### config.mk
export PLATFORM = sky130hd
export DESIGN_NAME = fwd_unit_param
export DESIGN_NICKNAME = d
export VERILOG_FILES = /design/src/rtl/fwd_unit_param.sv
export SDC_FILE = /design/constraint.sdc
export NUM_CORES = 1
export LEC_CHECK = 0
export BUFFER_PORTS_ARGS = -buffer_cell sky130_fd_sc_hd__buf_2
export CAP_MARGIN = 10
export CORE_MARGIN = 1.5
export CORE_UTILIZATION = 56
export CTS_BUF_LIST = sky130_fd_sc_hd__clkbuf_8
export DETAILED_ROUTE_END_ITERATION = 6
export HOLD_SLACK_MARGIN = 0.03
export PLACE_DENSITY = 0.92
export SKIP_CTS_REPAIR_TIMING = 1
export SLEW_MARGIN = 15
export SYNTH_ARGS = -nofsm -noshare
export SYNTH_HDL_FRONTEND = slang
export SYNTH_SLANG_ARGS = --single-unit
### constraint.sdc
create_clock -name clk -period 1.65 [get_ports clk]
set_input_delay 0 -clock clk [delete_from_list [all_inputs] [get_ports clk]]
set_output_delay 0 -clock clk [all_outputs]
set_load 0.1 [all_outputs]
### src/rtl/fwd_unit_param.sv
// rtl/fwd_unit_param.sv - parametrised EX forwarding select with WB history and load-use stall FSM; optional counters under FWD_STATS_EN
module fwd_unit_param #(
  parameter int REG_AW     = 4,
  parameter int DATA_W     = 32,
  parameter int NUM_SRC    = 2,
  parameter int HIST_DEPTH = 2,
  parameter int NO_FWD_REG = 15
) (
  input  logic                      clk,
  input  logic                      rst,
  input  logic                      freeze,
  input  logic [NUM_SRC*REG_AW-1:0] ex_src,
  input  logic [NUM_SRC-1:0]        ex_src_vld,
  input  logic                      mem_wb_en,
  input  logic [REG_AW-1:0]         mem_dest,
  input  logic                      mem_is_load,
  input  logic [DATA_W-1:0]         mem_alu,
  input  logic                      wb_wb_en,
  input  logic [REG_AW-1:0]         wb_dest,
  input  logic [DATA_W-1:0]         wb_data,
  output logic [NUM_SRC*2-1:0]      sel,
  output logic [NUM_SRC*DATA_W-1:0] fwd_data,
  output logic                      hazard_stall
`ifdef FWD_STATS_EN
  ,
  output logic [15:0]               stat_mem,
  output logic [15:0]               stat_wb,
  output logic [15:0]               stat_hist,
  output logic [15:0]               stat_stall
`endif
);

  // The PC address is never forwarded: its reads always come from the regfile path.
  localparam logic [REG_AW-1:0] NO_FWD_ADDR = REG_AW'(NO_FWD_REG);

  typedef enum logic {
    IDLE     = 1'b0,
    LU_STALL = 1'b1
  } state_t;

  state_t state;
  state_t state_nxt;

  logic [HIST_DEPTH-1:0]             hist_vld;
  logic [HIST_DEPTH-1:0][REG_AW-1:0] hist_addr;
  logic [HIST_DEPTH-1:0][DATA_W-1:0] hist_data;

  // Any served operand reads the destination of a load still in MEM.
  logic hazard;

  // Retired-write history: entry 0 is youngest; an idle WB shifts in an invalid entry so old writes age out
  always_ff @(posedge clk or negedge rst) begin
    if (!rst) begin
      hist_vld  <= '0;
      hist_addr <= '0;
      hist_data <= '0;
    end else if (!freeze) begin
      hist_vld[0]  <= wb_wb_en;
      hist_addr[0] <= wb_dest;
      hist_data[0] <= wb_data;
      for (int k = 1; k < HIST_DEPTH; k++) begin
        hist_vld[k]  <= hist_vld[k-1];
        hist_addr[k] <= hist_addr[k-1];
        hist_data[k] <= hist_data[k-1];
      end
    end
  end

  // Per-operand select: MEM (non-load) over WB over youngest history hit over regfile; all zero while in reset
  always_comb begin
    logic [REG_AW-1:0] src;
    logic              hit;
    logic [DATA_W-1:0] hdata;
    sel      = '0;
    fwd_data = '0;
    hazard   = 1'b0;
    src      = '0;
    hit      = 1'b0;
    hdata    = '0;
    for (int i = 0; i < NUM_SRC; i++) begin
      src   = ex_src[i*REG_AW +: REG_AW];
      hit   = 1'b0;
      hdata = '0;
      // Scan oldest to youngest so the youngest matching entry overwrites older ones.
      for (int k = HIST_DEPTH - 1; k >= 0; k--) begin
        if (hist_vld[k] && (hist_addr[k] == src)) begin
          hit   = 1'b1;
          hdata = hist_data[k];
        end
      end
      if (rst && ex_src_vld[i] && (src != NO_FWD_ADDR)) begin
        if (mem_wb_en && (mem_dest == src) && mem_is_load) begin
          hazard = 1'b1;
        end
        if (mem_wb_en && (mem_dest == src) && !mem_is_load) begin
          sel[i*2 +: 2]           = 2'b01;
          fwd_data[i*DATA_W +: DATA_W] = mem_alu;
        end else if (wb_wb_en && (wb_dest == src)) begin
          sel[i*2 +: 2]           = 2'b10;
          fwd_data[i*DATA_W +: DATA_W] = wb_data;
        end else if (hit) begin
          sel[i*2 +: 2]           = 2'b11;
          fwd_data[i*DATA_W +: DATA_W] = hdata;
        end
      end
    end
  end

  // Load-use FSM state register
  always_ff @(posedge clk or negedge rst) begin
    if (!rst) begin
      state <= IDLE;
    end else begin
      state <= state_nxt;
    end
  end

  // Stall only from IDLE; one cycle later the load sits in WB and is forwarded from there
  always_comb begin
    state_nxt    = state;
    hazard_stall = 1'b0;
    case (state)
      IDLE: begin
        hazard_stall = hazard;
        if (hazard && !freeze) begin
          state_nxt = LU_STALL;
        end
      end
      LU_STALL: begin
        if (!freeze) begin
          state_nxt = IDLE;
        end
      end
    endcase
  end

`ifdef FWD_STATS_EN
  logic use_mem;
  logic use_wb;
  logic use_hist;

  // Sources picked by at least one operand this cycle
  always_comb begin
    use_mem  = 1'b0;
    use_wb   = 1'b0;
    use_hist = 1'b0;
    for (int i = 0; i < NUM_SRC; i++) begin
      case (sel[i*2 +: 2])
        2'b01:   use_mem  = 1'b1;
        2'b10:   use_wb   = 1'b1;
        2'b11:   use_hist = 1'b1;
        default: ;
      endcase
    end
  end

  // Saturating usage counters; the stall counter counts entries into LU_STALL
  always_ff @(posedge clk or negedge rst) begin
    if (!rst) begin
      stat_mem   <= '0;
      stat_wb    <= '0;
      stat_hist  <= '0;
      stat_stall <= '0;
    end else if (!freeze) begin
      if (use_mem && (stat_mem != 16'hFFFF)) begin
        stat_mem <= stat_mem + 16'd1;
      end
      if (use_wb && (stat_wb != 16'hFFFF)) begin
        stat_wb <= stat_wb + 16'd1;
      end
      if (use_hist && (stat_hist != 16'hFFFF)) begin
        stat_hist <= stat_hist + 16'd1;
      end
      if ((state == IDLE) && hazard && (stat_stall != 16'hFFFF)) begin
        stat_stall <= stat_stall + 16'd1;
      end
    end
  end
`endif

endmodule

==> impl_metrics.py, run 1 <==
metrics = {
    "floorplan": {
        "die_h_um": 108,
        "die_w_um": 108,
        "io_pins": 157,
        "initial_utilization_pct": 57.4,
        "rows": 38,
    },
    "run_status": {
        "lastStage": "global routing",
        "status": "did not finish",
        "first-error": "[ERROR DPL-0038] Utilization greater than 100%, impossible to legalize",
    },
    "placement": {
        "gp_routability_congestion": 0.908,
        "io_buffers": 156,
        "dp.final_hpwl_um": 17400,
    },
    "synth": {
        "synth_edf_count": 0,
        "synth_nets": 813,
        "async_reset_ff_share_pct": 100,
        "synth_cell_types": 43,
        "synthCells": 725,
        "synth.cell_area_mm2": 0.00622,
        "synthFlopType": "dfrtp_1",
        "ys_ff_latch": 75,
        "syn_avg_cell_area_um2": 8.58,
        "seq_area_frac_synth_pct": 30.2,
        "ys_warn_count": 0,
    },
    "clocking": {
        "htree_levels": 3,
        "cts-root-buf": "clkbuf_8",
        "numCtsBuffers": 9,
        "cts.sinks": 75,
        "cts_buffer_depth": 2,
    },
    "timing": {
        "worstEndpointGrtRepair": "fwd_data[54]",
        "worstEpCategory": "output port",
    },
    "global_routing": {
        "grt_max_degree": 109,
    },
}
==> metrics by stage <==
| stage | utilization [%] | setup slack [ps] | cells | hold slack [ps] | area, um^2 |
|---|---|---|---|---|---|
| global placement | 87.5 | -302 | 1008 | 86.8 | 9480 |
| CTS | 88.9 | -892 | 1024 | -285 | 9640 |
| floorplan | - | -550 | 725 | -296 | 7150 |
| detailed placement | 87.5 | -485 | 1008 | 106 | 9480 |
==> synthesized netlist by cell type (5+ instances only) <==
master / count / area share (%)
a21boi_0: 27 / 3.3
a21boi_1: 6 / 0.72
a311oi_2: 28 / 6.8
a31oi_1: 32 / 3.2
and3_1: 33 / 3.3
buf_2: 25 / 2.0
buf_6: 10 / 1.8
clkbuf_1: 42 / 2.5
dfrtp_1: 75 / 30
inv_1: 32 / 1.9
mux2_2: 42 / 7.6
nand2_1: 103 / 6.2
nor2_1: 37 / 2.2
nor3_1: 34 / 2.7
o21ai_0: 53 / 4.3
o21ai_1: 13 / 1.0
o221ai_1: 32 / 4.5
o31ai_1: 5 / 0.60
o31ai_2: 28 / 5.6
xnor2_1: 16 / 2.3
xor2_1: 13 / 1.8
==> cell families after synthesis <==
logic type	Yosys count	synth area share, %
AOI/OAI and AO/OA	232	31.1
xor gates and xnor gates	32	4.87
buffers and inverters	117	9.13
DFF	75	30.2
and+or+nand+nor	227	17.2
muxes	42	7.60
==> run 2, diff against run 1 <==
--- a/config.mk
+++ b/config.mk
@@ -8,11 +8,9 @@
 export BUFFER_PORTS_ARGS = -buffer_cell sky130_fd_sc_hd__buf_2
 export CAP_MARGIN = 10
 export CORE_MARGIN = 1.5
-export CORE_UTILIZATION = 56
-export CTS_BUF_LIST = sky130_fd_sc_hd__clkbuf_8
+export CORE_UTILIZATION = 40
 export DETAILED_ROUTE_END_ITERATION = 6
-export HOLD_SLACK_MARGIN = 0.03
-export PLACE_DENSITY = 0.92
+export PLACE_DENSITY_LB_ADDON = 0.15
 export SKIP_CTS_REPAIR_TIMING = 1
 export SLEW_MARGIN = 15
 export SYNTH_ARGS = -nofsm -noshare
==> impl_metrics.py, run 2 <==
metrics = {
    "layout": {
        "antenna_cells": 0,
        "register_area_mm2": 0.00188,
        "finish.utilization_pct": 75.9,
        "final_common_cell": "nand2_1",
        "fin_nets": 1059,
        "largest_register_ffs": 64,
        "fillCellCount": 959,
        "reg_top3": "hist_data: 64 flops, hist_addr: 8 flops, hist_vld: 2 flops",
        "regMostFlops": "hist_data",
        "final_cell_mix": "nand2_1, buf_12, buf_2, buf_4, dfrtp_1",
        "multi_input_area_mm2": 0.00535,
        "drive_gt1_share_pct": 53.3,
        "syn_to_final_growth_pct": 85.4,
    },
    "floorplan": {
        "io_pins": 157,
        "initial_utilization_pct": 40.9,
        "fp.dieArea_mm2": 0.0163,
        "coreArea_mm2": 0.0152,
        "die_w_um": 128,
        "die_h_um": 128,
        "rows": 45,
    },
    "clocking": {
        "insertion_delay_ps": 340,
        "cts_tree": "built",
        "cts.sinks": 75,
        "numCtsBuffers": 9,
        "clkTransAtPathRegs_ps": 60,
        "cts_buffer_depth": 2,
        "htree_levels": 3,
        "cts-root-buf": "clkbuf_16",
    },
    "pwr": {
        "p_leak_nw": 4.38,
        "ir_worst_vdd_uv": 561,
        "power_frac_clock_pct": 27.2,
        "power_frac_seq_pct": 33.2,
        "netSwitchingPower_w": 0.00255,
        "power.internal_w": 0.00428,
        "swShare_pct": 37.3,
        "pwr-share-comb_pct": 39.7,
        "power_density_mw_per_mm2": 592,
    },
    "synth": {
        "synth_edf_count": 0,
        "synthCells": 725,
        "ys_top_cells_by_area": "dfrtp_1, mux2_2, a311oi_2",
        "async_reset_ff_share_pct": 100,
        "ys_ff_latch": 75,
        "synth.cell_area_mm2": 0.00622,
        "syn_avg_cell_area_um2": 8.58,
        "ys_warn_count": 0,
        "seq_area_frac_synth_pct": 30.2,
        "synth_cell_types": 43,
        "ys_top_cells_by_count": "nand2_1, dfrtp_1, o21ai_0, clkbuf_1, mux2_2",
        "yosysMostFrequentCell": "nand2_1",
        "yosysTopAreaCell": "dfrtp_1",
        "synthFlopType": "dfrtp_1",
        "synth_nets": 813,
        "synth_top_cell_area_share_pct": 30.2,
    },
    "setup_path": {
        "r2r_end": "state",
        "reg2reg_from": "state",
        "reg2reg_slack_ps": 680,
        "worstSetupPathType": "flop to output pin",
        "worst_ep_required_time_ps": 1650,
        "cp-end-kind": "output pin",
        "cp.arrival_ps": 2370,
        "r2r_cells": 2,
        "cp_max_fo": 13,
        "start_kind": "flop",
    },
    "global_routing": {
        "overflow": 0,
        "grt_util_all_layers_pct": 27.9,
        "antenna_found_initial": 0,
        "grt_pass1_vias": 6884,
        "grt_max_degree": 109,
        "grt_pass1_wl_um": 36200,
    },
    "timing": {
        "final_max_slew_viol_count": 0,
        "skew_ps": 1.81,
        "worst_slew_pin_slew_ps": 543,
        "hold_violations": 0,
        "rsz0062_at_grt": "yes",
        "finalCriticalPeriod_ps": 2370,
        "fin_ws_ps": -716,
        "finalSetupViolations": 68,
        "post-route-period-util_pct": 143,
        "max_slew_margin_pct": 63.8,
        "fmax_ghz": 0.423,
        "fin_tns_setup_ps": -43320,
    },
    "detailed_routing": {
        "detail-route-antenna-nets": 0,
        "drc": 0,
        "drtIter0Drc": 550,
        "vias": 7021,
        "wl_um": 24800,
        "dr.pass1.iters": 5,
        "routed_via_density": 6.04,
        "wl_per_cell_um": 21.3,
    },
    "worst_hold_path": {
        "hp-start": "wb_wb_en",
        "hold_depth": 2,
        "whs_endpoint": "hist_vld[0]",
        "hold_path_class": "primary input to flop",
    },
    "placement": {
        "dp.final_hpwl_um": 16300,
        "io_buffers": 156,
        "gp_routability_congestion": 0.837,
    },
    "run_status": {
        "status": "complete, but fails checks",
        "violations": "negative setup slack",
    },
    "flow_run": {
        "max-cap-violations": 0,
    },
}
run 2: final cells by class:
| class | count | share of cell area [%] |
|---|---|---|
| Timing Repair Buffer | 320 | 31.9 |
| Clock inverter | 2 | 0.108 |
| Tap cell | 188 | 2.04 |
| Multi-Input combinational cell | 533 | 46.4 |
| Clock buffer | 12 | 2.22 |
| Inverter | 32 | 1.04 |
| Sequential cell | 75 | 16.3 |
run 2: power groups by stage:
stage,clock [W],sequential [W],combinational [W]
finish,0.00186,0.00226,0.00271
global route,0.00194,0.00229,0.00285
CTS,0.00187,0.00223,0.00225
detailed placement,0,0.00226,0.00224
global placement,0,0.00224,0.00219
floorplan,0,0.00220,0.00140
run 2: stage by stage:
step                      setup slack (ps)  power, W  std cells  area, um^2  hold slack, ps
after CTS                             -761   0.00635       1109       10100            -212
after floorplan                       -550   0.00360        725        7150            -296
after global placement                -346   0.00443       1095        9860             144
after detailed placement              -377   0.00450       1095        9860             149
after global routing                  -766   0.00707       1162       11500            16.2
final                                 -716   0.00683       1162       11500            13.3
run 2: metal layers:
layer / track usage, % / routed length [um] / up-vias
met5: 0 / 0 / -
met4: 10.0 / 704 / 0
met3: 5.09 / 1410 / 70
met2: 46.2 / 12400 / 308
met1: 36.5 / 10200 / 3498
li1: - / - / 3145
run 2: critical path, cell delays in order, from the launching register on:
cell      delay (ps)
dfrtp_1          420
xor2_1           190
nor3_2           190
buf_4            190
and2_4           210
buf_12           180
o221ai_1         190
a31oi_4          230
buf_12           200
run 2: how the worst max path moves through the flow:
stage	startpoint	endpoint	slack, ps	cells after the start
after floorplan	hist_addr[4]	fwd_data[10]	-550	5
after global placement	hist_addr[4]	fwd_data[10]	-350	7
after detailed placement	hist_addr[4]	fwd_data[10]	-380	7
after CTS	hist_addr[4]	fwd_data[6]	-760	7
after global routing	hist_addr[3]	fwd_data[48]	-770	8
final	hist_addr[3]	fwd_data[49]	-720	8
run 2: logic make-up after synthesis:
group,after synthesis,share of synthesized area (%)
muxes,42,7.60
xor gates and xnor gates,32,4.87
and+or+nand+nor,227,17.2
DFF,75,30.2
buffers and inverters,117,9.13
AOI/OAI and AO/OA,232,31.1
(Power assumes the default switching activity.)
